==> config.mk <==
export PLATFORM = sky130hd
export DESIGN_NAME = pre_norm_mul_pipe_flat
export DESIGN_NICKNAME = d
export VERILOG_FILES = /design/src/rtl/pre_norm_mul_pipe_if.sv /design/src/rtl/pre_norm_mul_pipe.sv /design/src/flat_wrapper.sv
export SDC_FILE = /design/constraint.sdc
export NUM_CORES = 1
export LEC_CHECK = 0
export ABC_AREA = 1
export BUFFER_PORTS_ARGS = -buffer_cell sky130_fd_sc_hd__buf_2
export CAP_MARGIN = 15
export CORE_MARGIN = 2
export CORE_UTILIZATION = 54
export DETAILED_ROUTE_END_ITERATION = 7
export PLACE_DENSITY = 0.8
export SETUP_SLACK_MARGIN = 0.15
export SYNTH_ARGS = -nofsm -noshare
export SYNTH_HDL_FRONTEND = slang
export SYNTH_SLANG_ARGS = --single-unit
==> constraint.sdc <==
create_clock -name clk_i -period 4.3 [get_ports clk_i]
set_input_delay 0.43 -clock clk_i [delete_from_list [all_inputs] [get_ports clk_i]]
set_output_delay 0.43 -clock clk_i [all_outputs]
set_load 0.005 [all_outputs]
==> src/rtl/pre_norm_mul_pipe_if.sv <==
// rtl/pre_norm_mul_pipe_if.sv - operand/result handshake bundle for the FP multiplier pre-normaliser
interface pre_norm_mul_pipe_if #(
  parameter int EXP_W = 8,
  parameter int MAN_W = 23
);
  logic                     in_valid_i;
  logic                     in_ready_o;
  logic [EXP_W+MAN_W:0]     opa_i;
  logic [EXP_W+MAN_W:0]     opb_i;
  logic                     out_valid_o;
  logic                     out_ready_i;
  logic                     sign_o;
  logic [EXP_W+1:0]         exp_o;
  logic [MAN_W:0]           fracta_o;
  logic [MAN_W:0]           fractb_o;
  logic [1:0]               exp_ovf_o;
  logic                     zero_o;
  logic                     inf_o;
  logic                     nan_o;

  modport slave (
    input  in_valid_i, opa_i, opb_i, out_ready_i,
    output in_ready_o, out_valid_o, sign_o, exp_o, fracta_o, fractb_o,
           exp_ovf_o, zero_o, inf_o, nan_o
  );

  modport master (
    output in_valid_i, opa_i, opb_i, out_ready_i,
    input  in_ready_o, out_valid_o, sign_o, exp_o, fracta_o, fractb_o,
           exp_ovf_o, zero_o, inf_o, nan_o
  );
endinterface

==> src/rtl/pre_norm_mul_pipe.sv <==
// rtl/pre_norm_mul_pipe.sv - two-stage valid/ready pre-normaliser for the FP multiplier
// Define FTZ_INPUT_EN to flush subnormal operands to zero on input.
module pre_norm_mul_pipe #(
  parameter int EXP_W = 8,
  parameter int MAN_W = 23,
  parameter int BIAS  = 127
) (
  input  logic                  clk_i,
  input  logic                  rst_i,
  pre_norm_mul_pipe_if.slave    bus
);
  localparam int OP_W = EXP_W + MAN_W + 1;
  localparam logic [EXP_W+1:0] BIAS_V = BIAS[EXP_W+1:0];
  localparam logic [EXP_W+1:0] EMAX_V = {2'b00, {EXP_W{1'b1}}};
  localparam logic [EXP_W-1:0] ONE_E  = {{(EXP_W-1){1'b0}}, 1'b1};

  logic [EXP_W-1:0] ea, eb, ea_eff, eb_eff;
  logic [MAN_W-1:0] fa, fb;
  logic [MAN_W:0]   fa_ext, fb_ext;
  logic             a_zero, b_zero, a_inf, b_inf, a_nan, b_nan;
  logic             nan_d, inf_d, zero_d;

  assign ea = bus.opa_i[OP_W-2 -: EXP_W];
  assign eb = bus.opb_i[OP_W-2 -: EXP_W];
  assign fa = bus.opa_i[MAN_W-1:0];
  assign fb = bus.opb_i[MAN_W-1:0];

  always_comb begin
    ea_eff = (ea == '0) ? ONE_E : ea;
    eb_eff = (eb == '0) ? ONE_E : eb;
    a_inf  = (&ea) && (fa == '0);
    b_inf  = (&eb) && (fb == '0);
    a_nan  = (&ea) && (fa != '0);
    b_nan  = (&eb) && (fb != '0);
`ifdef FTZ_INPUT_EN
    a_zero = (ea == '0);
    b_zero = (eb == '0);
    fa_ext = a_zero ? '0 : {1'b1, fa};
    fb_ext = b_zero ? '0 : {1'b1, fb};
`else
    a_zero = (ea == '0) && (fa == '0);
    b_zero = (eb == '0) && (fb == '0);
    fa_ext = {(ea != '0), fa};
    fb_ext = {(eb != '0), fb};
`endif
    nan_d  = a_nan || b_nan || (a_inf && b_zero) || (a_zero && b_inf);
    inf_d  = (a_inf || b_inf) && !nan_d;
    zero_d = (a_zero || b_zero) && !nan_d;
  end

  logic             s1_valid, s2_valid, s1_adv, s2_adv;
  logic             s1_sign, s1_zero, s1_inf, s1_nan;
  logic [EXP_W-1:0] s1_ea, s1_eb;
  logic [MAN_W:0]   s1_fa, s1_fb;

  assign s2_adv = !s2_valid || bus.out_ready_i;
  assign s1_adv = !s1_valid || s2_adv;
  assign bus.in_ready_o = s1_adv;

  always_ff @(posedge clk_i or posedge rst_i) begin
    if (rst_i) begin
      s1_valid <= 1'b0;
      s1_sign  <= 1'b0;
      s1_ea    <= '0;
      s1_eb    <= '0;
      s1_fa    <= '0;
      s1_fb    <= '0;
      s1_zero  <= 1'b0;
      s1_inf   <= 1'b0;
      s1_nan   <= 1'b0;
    end else if (s1_adv) begin
      s1_valid <= bus.in_valid_i;
      if (bus.in_valid_i) begin
        s1_sign <= bus.opa_i[OP_W-1] ^ bus.opb_i[OP_W-1];
        s1_ea   <= ea_eff;
        s1_eb   <= eb_eff;
        s1_fa   <= fa_ext;
        s1_fb   <= fb_ext;
        s1_zero <= zero_d;
        s1_inf  <= inf_d;
        s1_nan  <= nan_d;
      end
    end
  end

  // Two guard bits keep the sum of two max exponents and the negative bias-adjusted result exact.
  logic [EXP_W+1:0] exp_sum;
  logic [1:0]       ovf_d;

  always_comb begin
    exp_sum  = {2'b00, s1_ea} + {2'b00, s1_eb} - BIAS_V;
    ovf_d[1] = $signed(exp_sum) >= $signed(EMAX_V);
    ovf_d[0] = exp_sum[EXP_W+1] || (exp_sum == '0);
  end

  logic             s2_sign, s2_zero, s2_inf, s2_nan;
  logic [EXP_W+1:0] s2_exp;
  logic [MAN_W:0]   s2_fa, s2_fb;
  logic [1:0]       s2_ovf;

  always_ff @(posedge clk_i or posedge rst_i) begin
    if (rst_i) begin
      s2_valid <= 1'b0;
      s2_sign  <= 1'b0;
      s2_exp   <= '0;
      s2_fa    <= '0;
      s2_fb    <= '0;
      s2_ovf   <= '0;
      s2_zero  <= 1'b0;
      s2_inf   <= 1'b0;
      s2_nan   <= 1'b0;
    end else if (s2_adv) begin
      s2_valid <= s1_valid;
      if (s1_valid) begin
        s2_sign <= s1_sign;
        s2_exp  <= exp_sum;
        s2_fa   <= s1_fa;
        s2_fb   <= s1_fb;
        s2_ovf  <= ovf_d;
        s2_zero <= s1_zero;
        s2_inf  <= s1_inf;
        s2_nan  <= s1_nan;
      end
    end
  end

  assign bus.out_valid_o = s2_valid;
  assign bus.sign_o      = s2_sign;
  assign bus.exp_o       = s2_exp;
  assign bus.fracta_o    = s2_fa;
  assign bus.fractb_o    = s2_fb;
  assign bus.exp_ovf_o   = s2_ovf;
  assign bus.zero_o      = s2_zero;
  assign bus.inf_o       = s2_inf;
  assign bus.nan_o       = s2_nan;
endmodule

==> src/flat_wrapper.sv <==
// flat-port wrapper written by rule: the top's interface ports become plain ports
module pre_norm_mul_pipe_flat 
#(
  parameter int EXP_W = 8,
  parameter int MAN_W = 23,
  parameter int BIAS  = 127
)
  (clk_i, rst_i, bus_in_valid_i, bus_opa_i, bus_opb_i, bus_out_ready_i, bus_in_ready_o, bus_out_valid_o, bus_sign_o, bus_exp_o, bus_fracta_o, bus_fractb_o, bus_exp_ovf_o, bus_zero_o, bus_inf_o, bus_nan_o);
  pre_norm_mul_pipe_if #(.EXP_W(EXP_W), .MAN_W(MAN_W)) bus_i ();
  input  logic clk_i;
  input  logic rst_i;
  input wire logic [$bits(bus_i.in_valid_i)-1:0] bus_in_valid_i;
  input wire logic [$bits(bus_i.opa_i)-1:0] bus_opa_i;
  input wire logic [$bits(bus_i.opb_i)-1:0] bus_opb_i;
  input wire logic [$bits(bus_i.out_ready_i)-1:0] bus_out_ready_i;
  output wire logic [$bits(bus_i.in_ready_o)-1:0] bus_in_ready_o;
  output wire logic [$bits(bus_i.out_valid_o)-1:0] bus_out_valid_o;
  output wire logic [$bits(bus_i.sign_o)-1:0] bus_sign_o;
  output wire logic [$bits(bus_i.exp_o)-1:0] bus_exp_o;
  output wire logic [$bits(bus_i.fracta_o)-1:0] bus_fracta_o;
  output wire logic [$bits(bus_i.fractb_o)-1:0] bus_fractb_o;
  output wire logic [$bits(bus_i.exp_ovf_o)-1:0] bus_exp_ovf_o;
  output wire logic [$bits(bus_i.zero_o)-1:0] bus_zero_o;
  output wire logic [$bits(bus_i.inf_o)-1:0] bus_inf_o;
  output wire logic [$bits(bus_i.nan_o)-1:0] bus_nan_o;
  assign bus_i.in_valid_i = bus_in_valid_i;
  assign bus_i.opa_i = bus_opa_i;
  assign bus_i.opb_i = bus_opb_i;
  assign bus_i.out_ready_i = bus_out_ready_i;
  assign bus_in_ready_o = bus_i.in_ready_o;
  assign bus_out_valid_o = bus_i.out_valid_o;
  assign bus_sign_o = bus_i.sign_o;
  assign bus_exp_o = bus_i.exp_o;
  assign bus_fracta_o = bus_i.fracta_o;
  assign bus_fractb_o = bus_i.fractb_o;
  assign bus_exp_ovf_o = bus_i.exp_ovf_o;
  assign bus_zero_o = bus_i.zero_o;
  assign bus_inf_o = bus_i.inf_o;
  assign bus_nan_o = bus_i.nan_o;
  pre_norm_mul_pipe #(.EXP_W(EXP_W), .MAN_W(MAN_W), .BIAS(BIAS)) u_core (.clk_i(clk_i), .rst_i(rst_i), .bus(bus_i));
endmodule
==> results of run 1 <==
## cell usage after synthesis
master / number
a21oi_1: 6
a21oi_2: 2
buf_6: 1
clkbuf_1: 26
clkinv_1: 4
dfrtp_1: 134
fa_1: 1
ha_1: 11
inv_1: 68
inv_2: 2
nand2_1: 298
nand2_2: 11
nand3_1: 25
nand3_2: 4
nand3b_1: 1
nand4_1: 13
nor2_1: 18
nor2_2: 3
nor2_4: 1
nor3_1: 2
nor4_1: 8
o21a_1: 1
o21ai_0: 65
o21ai_1: 2
o21bai_1: 1
o221ai_1: 1
o22a_1: 2
o22ai_1: 2
xnor2_1: 1
xor2_1: 1
## state kept, by name (all words and copies together) (netlist names), 2 cells and up
register,cells
u_core.s1_eb,8
u_core.s1_fb,24
u_core.bus.fracta_o,24
u_core.bus.fractb_o,24
u_core.bus.exp_o,10
u_core.bus.exp_ovf_o,2
u_core.s1_ea,8
u_core.s1_fa,24
## cell families (layout without fill, tap and decap cells)
group	after synthesis	count (layout)	synth area share, %
and+or+nand+nor	384	384	26.87
adders and majority gates	12	12	2.649
xor gates and xnor gates	2	2	0.2944
other	0	1	0
buffers and inverters	101	242	6.497
DFF	134	134	56.35
AOI/OAI and AO/OA	82	82	7.338
## power by group through the flow
| stage | Sequential, mW | Clock [mW] | Combinational (mW) |
|---|---|---|---|
| after floorplan | 1.72 | 0 | 0.612 |
| after global placement | 1.71 | 0 | 0.983 |
| after detailed placement | 1.72 | 0 | 1.02 |
| after CTS | 1.71 | 1.54 | 1.03 |
| after global routing | 1.74 | 1.60 | 1.17 |
| final | 1.71 | 1.52 | 1.02 |
## how the worst max path moves through the flow
stage / from / to / slack [ps] / cells after the start
finish: u_core.s1_eb[0] / u_core.bus.exp_ovf_o[0] / 1870 / 13
global route: u_core.s1_eb[0] / u_core.bus.exp_ovf_o[0] / 1590 / 13
CTS: u_core.s1_eb[0] / u_core.bus.exp_ovf_o[0] / 1870 / 13
detailed placement: u_core.s1_eb[0] / u_core.bus.exp_ovf_o[0] / 1900 / 13
global placement: u_core.s1_eb[0] / u_core.bus.exp_ovf_o[0] / 1990 / 13
floorplan: rst_i / u_core.bus.exp_o[0] / 290 / 1
## layer usage
layer	GRT usage [%]	routed length, um	share of wire [%]
met5	0	0	0
met4	8.059	212	1.5
met3	7.173	951	6.9
met2	40.20	6780	49
met1	32.34	5802	42
## cell type report
type / count / area [sq um] / share of cell area [%]
multi-input cells: 480 / 2216 / 30.14
inverters: 74 / 280.3 / 3.813
clock inverters: 13 / 206.4 / 2.809
repair buffers: 138 / 703.2 / 9.566
well taps: 140 / 175.2 / 2.383
clock buffers: 17 / 414.1 / 5.634
flip-flops and latches: 134 / 3353 / 45.62
diodes: 1 / 2.502 / 0.03404
## critical path, stage by stage (launching register included)
cell and delay (ps):
dfrtp_1 390, ha_1 240, fa_1 590, ha_1 180, inv_1 60, nor2_2 140, nand3_2 120, nor2_4 120
nand3_2 90, nand2_1 100, inv_1 60, nor2_1 100, nand3_1 80, a21oi_2 110
## stage by stage
step | setup slack [ps] | hold slack, ps
after floorplan | 287.2 | 442.2
after global placement | 1988 | 451.7
after detailed placement | 1900 | 453.9
after CTS | 1871 | 7.673
after global routing | 1588 | 46.01
final | 1866 | 13.83
==> parameters.txt, run 1 <==
Parameter                              Value

Finish
  Cell area after layout    7351 sq um
  Number of standard cells in the layout, taps in and fillers out    997
  Proportion of layout cells with a drive suffix above 1    22.66%
  Fillcell total    856
  Most common library cell in the layout ignoring fill and taps    nand2_1
  Count of nets after finishing    925
  Share of the core filled with cells    68.11%
  Area Growth Syn to Fin    23.53%
  Commonest cells after routing, fill and taps aside    nand2_1, dfrtp_1, buf_2, inv_1, o21ai_0

Critical path
  CP startpoint kind    register
  Worst reg2reg path startpoint    u_core.s1_eb[0]
  Endpoint required time on the critical path    4750 ps
  Max Fanout on Critical Path    5
  Critical Path AT    2880 ps
  Worst r2r dst    u_core.bus.exp_ovf_o[0]
  Logic depth of the worst register-to-register path    13
  Critical path class    register to register
  Worst setup slack for register-to-register paths    1870 ps
  Element type at the critical path end    register

Outcome
  Run status    finished, final reports clean

Logic synthesis
  Synthesized area per cell    8.323 sq um
  Cell taking the most area after synthesis    dfrtp_1
  Number of cells produced by synthesis    715
  Number of warnings printed during yosys synthesis    0
  Synth cell types    30
  Cell area after technology mapping    5951 sq um
  Sequential fraction of the synthesis area    56.35%
  Top cell type's share of synthesized area    56.35%
  #FFs+latches synth    134
  Synth Net Count    795
  Leading post-synthesis cells by cell area    dfrtp_1, nand2_1, o21ai_0

Global route
  Number of antenna violations at the first check in global routing    0
  Via count of the first global-routing pass    4,941
  Wire length of the first global-routing pass    22,690 um
  Overall overflow remaining after global route    0
  Maximum number of pins on one net before global-route repair    101
  Gr usage total    24.85%

Pwr
  Maximum VDD drop    0.0003076 V
  Internal Power    2.938 mW
  Relative contribution of the clock network to total power    35.8%
  Power spent charging and discharging nets    1.302 mW
  Leakage power summed over all cells    4.030 nW
  Total power draw    4.241 mW
  Combinational group share of total power    24.0%
  Ratio of total power to cell area    576.9 nW/um^2
  Share of power burned in registers    40.2%
  Fraction of power spent switching nets    30.71%

Timing
  Final setup violating endpoints    0
  Final Max Tran Viols    0
  Max transition margin    40.46%
  Final min period    2434 ps
  Slew at the pin closest to its max-slew limit    887.7 ps
  Setup skew after layout    7.449 ps
  Final period utilization    56.61%
  Accumulated negative setup slack    0 ps
  Endpoints failing hold    0
  Max frequency    410.8 MHz
  Unrepaired setup endpoints after global routing    no

Clock network
  Clock edge transition at the registers on the reported setup and hold paths    60 ps
  Number of buffers on the longest clock path    2
  Resized cells post-CTS    0
  Clock root buffer    clkbuf_8
  H-tree lvl count    4
  Total of hold buffers inserted after clock tree synthesis    0
  Post-CTS Setup Repair Bufs    0
  Clock buffers created by TritonCTS    17
  Clock net sink count    134
  CTS tree    yes
  Clock insertion delay at the later pin of the skew report    510 ps

Floorplan
  Die Footprint    11,880 sq um
  I/O Pins    134
  Die outline width    109.0 um
  Core area    10,790 sq um
  Effective utilization at floorplan    55.14%
  Die outline height    109.0 um
  Placement row count    38

Hold path
  Type of the most critical hold path    primary input to async pin

Drt
  Number of design-rule violations left by the first detailed-router iteration    322
  DRC viols    0
  Number of iterations in the first detailed-routing pass    5
  Via count normalized by instance count    5.104
  Wire length after detailed routing    13,750 um
  Detailed-route via count    5,089
  Antenna-violating nets left    0
  Routed wirelength normalized by instance count    13.79 um

Place
  Placed Area    6728 sq um
  IO Port Bufs    133
  Number of placed instances, taps included    966
  DPL Wire Length    9481 um
  Final weighted congestion in routability-driven placement    0.9213

Job
  Max Cap Violations    0
Note: power is estimated with default switching activity, not from simulation.
==> inputs of run 2 (changes only) <==
==> constraint.sdc (replaced) <==
create_clock -name clk_i -period 2.28 [get_ports clk_i]
set_input_delay 0.228 -clock clk_i [delete_from_list [all_inputs] [get_ports clk_i]]
set_output_delay 0.228 -clock clk_i [all_outputs]
set_load 0.005 [all_outputs]
==> parameters.txt, run 2 (synthesized netlist as in run 1, its figures left out) <==
Parameter                              Value

Clock network
  H-tree lvl count    4 (unchanged)
  Clock insertion delay at the later pin of the skew report    530 ps (was 510 ps)
  Clock buffers created by TritonCTS    17 (unchanged)
  Clock edge transition at the registers on the reported setup and hold paths    60 ps (about the same)
  Clock root buffer    clkbuf_8 (unchanged)
  CTS tree    yes (unchanged)
  Number of buffers on the longest clock path    2 (unchanged)
  Clock net sink count    134 (unchanged)

Timing
  Max transition margin    54.74% (was 40.46%)
  Final Max Tran Viols    0 (unchanged)
  Hold Worst Slack    25.35 ps (was 13.83 ps)
  Setup skew after layout    7.721 ps (was 7.449 ps)
  Max frequency    426.5 MHz (was 410.8 MHz)
  Slack of the critical path    -64.76 ps (was 1866 ps)
  Unrepaired setup endpoints after global routing    yes (was no)
  Final setup violating endpoints    3 (was 0)
  Endpoints failing hold    0 (unchanged)
  Slew at the pin closest to its max-slew limit    678.8 ps (was 887.7 ps)
  Final min period    2345 ps (was 2434 ps)
  Accumulated negative setup slack    -132.9 ps (was 0 ps)
  Final period utilization    102.8% (was 56.61%)

Place
  DPL Wire Length    9661 um (was 9481 um)
  Number of placed instances, taps included    970 (was 966)
  Worst setup slack before clock tree synthesis    -135.5 ps (was 1900 ps)
  IO Port Bufs    133 (unchanged)
  Final weighted congestion in routability-driven placement    0.9174 (was 0.9213)
  Placed Area    6787 sq um (was 6728 sq um)

Finish
  Most common library cell in the layout ignoring fill and taps    nand2_1 (unchanged)
  Count of nets after finishing    1,000 (was 925)
  Area Growth Syn to Fin    37.15% (was 23.53%)
  Number of standard cells in the layout, taps in and fillers out    1,071 (was 997)
  Fillcell total    727 (was 856)
  Share of the core filled with cells    75.62% (was 68.11%)
  Commonest cells after routing, fill and taps aside    nand2_1, dfrtp_1, buf_2, inv_1, o21ai_0 (unchanged)
  Proportion of layout cells with a drive suffix above 1    24.17% (was 22.66%)
  Cell area after layout    8162 sq um (was 7351 sq um)
  Number of diodes    0 (was 1)

Critical path
  Combined buffer and inverter count along the critical path    0 (was 2)
  Critical Path AT    2800 ps (was 2880 ps)
  Largest incremental delay on the critical path    580 ps (was 590 ps)
  Element type at the critical path end    register (unchanged)
  CP startpoint kind    register (unchanged)
  Critical path class    register to register (unchanged)
  Endpoint required time on the critical path    2730 ps (was 4750 ps)
  Cell-by-cell listing of the critical path    ha_4, fa_2, nand2_1, nor2_2, nand3_2, nor2_2, nand2_1, nand2_2, nand3_2, nor2_2, nand3_2, a21oi_2 (was ha_1, fa_1, ha_1, inv_1, nor2_2, nand3_2, nor2_4, nand3_2, nand2_1, inv_1, nor2_1, nand3_1, a21oi_2)
  Worst path slowest cell    fa_2 (was fa_1)
  Max Fanout on Critical Path    3 (was 5)
  Worst path top cell family by delay    simple AND/OR/NAND/NOR gates (was adder cells)

Outcome
  Run status    complete, but fails checks (was finished, final reports clean)
  Failing checks    setup timing

Floorplan
  I/O Pins    134 (unchanged)
  Die Footprint    11,880 sq um (unchanged)
  Die outline height    109.0 um (unchanged)
  Die outline width    109.0 um (unchanged)
  Placement row count    38 (unchanged)
  Core area    10,790 sq um (unchanged)
  Effective utilization at floorplan    55.14% (unchanged)

Global route
  Global Route met1 Usage    32.20% (was 32.34%)
  Overall overflow remaining after global route    0 (unchanged)
  Maximum number of pins on one net before global-route repair    135 (was 101)
  Peak-usage layer in the global routing report    met2 (unchanged)
  Global Route met3 Usage    7.173% (unchanged)
  Number of antenna violations at the first check in global routing    0 (unchanged)
  Via count of the first global-routing pass    5,457 (was 4,941)
  Gr usage total    27.59% (was 24.85%)
  Met2 Usage GRT    48.27% (was 40.20%)
  Wire length of the first global-routing pass    24,890 um (was 22,690 um)

Pwr
  Maximum VDD drop    0.0005491 V (was 0.0003076 V)
  Total power draw    8.253 mW (was 4.241 mW)
  Leakage power summed over all cells    4.353 nW (was 4.030 nW)
  Ratio of total power to cell area    1011 nW/um^2 (was 576.9 nW/um^2)

Drt
  Number of iterations in the first detailed-routing pass    5 (unchanged)
  Antenna-violating nets left    0 (unchanged)
  Detailed-route via count    5,531 (was 5,089)
  Routed wirelength normalized by instance count    14.35 um (was 13.79 um)
  Wire length after detailed routing    15,370 um (was 13,750 um)
  Via count normalized by instance count    5.164 (was 5.104)
  Number of design-rule violations left by the first detailed-router iteration    386 (was 322)
  DRC viols    0 (unchanged)

Job
  Max Cap Violations    0 (unchanged)

Hold path
  Type of the most critical hold path    primary input to register (was primary input to async pin)
## run 2: cell count changes in the layout (fill, tap and decap cells not counted), moves of 4 or more
cell           change
buf_4             +12
nand3_1            -4
nand2_2            +4
nand2_1            -4
dlygate4sd3_1     +61
## run 2: where the power goes
part / switching [mW] / internal [mW] / leakage, nW
sequential: 0.313 / 2.92 / 1.66
combinational: 1.28 / 0.948 / 2.40
clock: 1.00 / 1.79 / 0.293
## run 2: final timing paths
check / slack (ps) / startpoint / cells past startpoint / endpoint
worst max-delay path: -60 / u_core.s1_eb[0] / 12 / u_core.bus.exp_ovf_o[0]
worst min-delay path: 30 / bus_opa_i[28] / 3 / u_core.s1_ea[5]
worst max register to register: -60 / u_core.s1_eb[0] / 12 / u_core.bus.exp_ovf_o[0]
worst min register to register: 470 / u_core.s1_fb[16] / 2 / u_core.bus.fractb_o[16]
max in group asynchronous: 1340 / rst_i / 4 / u_core.s1_ea[1]
min in group asynchronous: 440 / rst_i / 4 / u_core.bus.fractb_o[0]
## run 2: layer usage
| metal | vias up | wire length [um] |
|---|---|---|
| met2 | 224 | 7834 |
| met5 | - | 0 |
| met1 | 2603 | 6008 |
| met4 | 0 | 454 |
| li1 | 2660 | - |
| met3 | 44 | 1075 |
## run 2: timing repair
item / 4_1_cts / 5_1_grt
hold buffers: 61 / 0
pin swaps: 12 / 9
endpoints found under the setup margin: 6 / 7
gates resized for setup: 14 / 8
gates cloned: 0 / 0
buffers inserted: 6 / 4
hold endpoints to repair: 193 / 0
## run 2: area by class of cell
type / count / area [sq um] / area share, %
Multi-Input combinational cell: 480 / 2300 / 28.18
Timing Repair Buffer: 213 / 1444 / 17.69
Clock buffer: 18 / 427.9 / 5.243
Tap cell: 140 / 175.2 / 2.146
Sequential cell: 134 / 3353 / 41.09
Inverter: 74 / 281.5 / 3.449
Clock inverter: 12 / 180.2 / 2.208
## run 2: worst min-delay path, cell delays in order
cell and delay [ps]:
buf_2 100, inv_1 70, o21ai_0 90
==> inputs of run 3 (changes only) <==
--- a/config.mk
+++ b/config.mk
@@ -12,6 +12,8 @@
 export CORE_UTILIZATION = 54
 export DETAILED_ROUTE_END_ITERATION = 7
 export PLACE_DENSITY = 0.8
+export RECOVER_POWER = 25
+export REMOVE_ABC_BUFFERS = 1
 export SETUP_SLACK_MARGIN = 0.15
 export SYNTH_ARGS = -nofsm -noshare
 export SYNTH_HDL_FRONTEND = slang
==> parameters.txt, run 3 (synthesized netlist as in run 1, its figures left out) <==
Parameter                              Value

Outcome
  Run status    complete, but fails checks (unchanged)
  Failing checks    setup timing (unchanged)

Timing
  Hold Worst Slack    22.37 ps (was 25.35 ps)
  Final period utilization    101.8% (was 102.8%)
  Unrepaired setup endpoints after global routing    yes (unchanged)
  Slew at the pin closest to its max-slew limit    1312 ps (was 678.8 ps)
  Max transition margin    12.33% (was 54.74%)
  Slack of the critical path    -42.03 ps (was -64.76 ps)
  Setup skew after layout    10.13 ps (was 7.721 ps)
  Final Max Tran Viols    0 (unchanged)
  Accumulated negative setup slack    -62.32 ps (was -132.9 ps)
  Max frequency    430.7 MHz (was 426.5 MHz)
  Final min period    2322 ps (was 2345 ps)
  Final setup violating endpoints    2 (was 3)
  Endpoints failing hold    0 (unchanged)

Critical path
  Max Fanout on Critical Path    2 (was 3)
  Largest incremental delay on the critical path    510 ps (was 580 ps)
  Dominant cell type by count on the critical path    nand2_1
  Critical path class    register to register (unchanged)
  Cell-by-cell listing of the critical path    ha_2, fa_1, buf_4, buf_4, nand4_1, nand3_2, nand2_1, nor2_1, nand3_1, nor2_1, nand3_2, nand2_1, nand2_1, nand2_1 (was ha_4, fa_2, nand2_1, nor2_2, nand3_2, nor2_2, nand2_1, nand2_2, nand3_2, nor2_2, nand3_2, a21oi_2)
  Critical Path AT    2770 ps (was 2800 ps)
  Combined buffer and inverter count along the critical path    2 (was 0)
  Logic depth of the worst register-to-register path    14 (was 12)
  Worst path top cell family by delay    simple AND/OR/NAND/NOR gates (unchanged)
  Element type at the critical path end    register (unchanged)
  CP startpoint kind    register (unchanged)
  Worst path slowest cell    fa_1 (was fa_2)
  Count of cell instances traversed by the critical path    14 (was 12)
  Endpoint required time on the critical path    2730 ps (about the same)

Clock network
  Clock net sink count    134 (unchanged)
  Clock buffers created by TritonCTS    17 (unchanged)
  Number of buffers on the longest clock path    2 (unchanged)
  Clock edge transition at the registers on the reported setup and hold paths    60 ps (about the same)
  H-tree lvl count    4 (unchanged)
  Clock root buffer    clkbuf_8 (unchanged)
  Clock insertion delay at the later pin of the skew report    520 ps (was 530 ps)
  CTS tree    yes (unchanged)

Drt
  Via count normalized by instance count    5.163 (was 5.164)
  Wire length after detailed routing    15,500 um (was 15,370 um)
  Number of iterations in the first detailed-routing pass    5 (unchanged)
  Antenna-violating nets left    0 (unchanged)
  DRC viols    0 (unchanged)
  Routed wirelength normalized by instance count    14.48 um (was 14.35 um)
  Detailed-route via count    5,524 (was 5,531)
  Number of design-rule violations left by the first detailed-router iteration    300 (was 386)

Place
  Final weighted congestion in routability-driven placement    0.9044 (was 0.9174)
  Number of placed instances, taps included    973 (was 970)
  IO Port Bufs    133 (unchanged)
  DPL Wire Length    9594 um (was 9661 um)

Finish
  Count of nets after finishing    998 (was 1,000)
  Number of diodes    0 (unchanged)
  Area Growth Syn to Fin    36.67% (was 37.15%)
  Proportion of layout cells with a drive suffix above 1    24.52% (was 24.17%)
  Commonest cells after routing, fill and taps aside    nand2_1, dfrtp_1, buf_2, inv_1, o21ai_0 (unchanged)
  Share of the core filled with cells    75.35% (was 75.62%)
  Most common library cell in the layout ignoring fill and taps    nand2_1 (unchanged)
  Number of standard cells in the layout, taps in and fillers out    1,070 (was 1,071)

Floorplan
  Effective utilization at floorplan    55.14% (unchanged)
  I/O Pins    134 (unchanged)
  Die outline width    109.0 um (unchanged)
  Die Footprint    11,880 sq um (unchanged)
  Die outline height    109.0 um (unchanged)
  Placement row count    38 (unchanged)
  Core area    10,790 sq um (unchanged)

Global route
  Gr usage total    28.16% (was 27.59%)
  Number of antenna violations at the first check in global routing    0 (unchanged)
  Overall overflow remaining after global route    0 (unchanged)
  Wire length of the first global-routing pass    25,600 um (was 24,890 um)
  Maximum number of pins on one net before global-route repair    80 (was 135)
  Via count of the first global-routing pass    5,553 (was 5,457)

Hold path
  Type of the most critical hold path    primary input to register (unchanged)
  Worst hold path cell count    3 (unchanged)

Pwr
  Maximum VDD drop    0.0006497 V (was 0.0005491 V)
  Leakage power summed over all cells    4.343 nW (was 4.353 nW)
  Ratio of total power to cell area    1012 nW/um^2 (was 1011 nW/um^2)
  Total power draw    8.232 mW (was 8.253 mW)

Job
  Max Cap Violations    0 (unchanged)
## run 3: repair_timing
action / CTS / global route
endpoints found under the hold margin: 117 / 0
pin swaps: 15 / 7
setup buffers: 6 / 2
hold buffers: 58 / 0
gates resized for setup: 22 / 5
endpoints found under the setup margin: 6 / 8
## run 3: tightest hold or removal path, delay by kind of cell
kind	cells	cell delay, ps
buffers and inverters	2	170
AO/OA/AOI/OAI	1	90
## run 3: metrics by stage
step	setup slack [ps]	instance area (sq um)
2_1_floorplan	-1531	5842
3_3_place_gp	-7.703	6808
3_5_place_dp	-70.34	6808
4_1_cts	11.02	8112
5_1_grt	-140.0	8133
6_report	-42.03	8133
## run 3: where the power goes
part           total (mW)  internal, mW  switching [mW]
clock                2.76          1.75            1.01
sequential           3.21          2.92           0.294
combinational        2.26         0.929            1.33
## run 3: layer usage
layer	global-route usage, %	wire length, um
met1	33.64	6195
met2	48.23	7950
met3	6.157	788
met4	13.64	561
met5	0	0
## run 3: worst paths after layout
kind                            slack, ps                       to            start
worst max register to register        -40  u_core.bus.exp_ovf_o[1]  u_core.s1_eb[0]
min in group asynchronous             570   u_core.bus.fracta_o[6]            rst_i
max in group asynchronous             380  u_core.bus.fractb_o[10]            rst_i
worst min-delay path                   20          u_core.s1_eb[7]    bus_opb_i[30]
worst max-delay path                  -40  u_core.bus.exp_ovf_o[1]  u_core.s1_eb[0]
worst min register to register        470   u_core.bus.fracta_o[5]  u_core.s1_fa[5]
## run 3: final cells by class
cell class / instances / area, sq um
Multi-Input combinational cell: 480 / 2315
Fill cell: 743 / 2660
Timing Repair Buffer: 211 / 1403
Tap cell: 140 / 175.2
Clock inverter: 11 / 148.9
Inverter: 74 / 282.8
Sequential cell: 134 / 3353
Clock buffer: 20 / 455.4
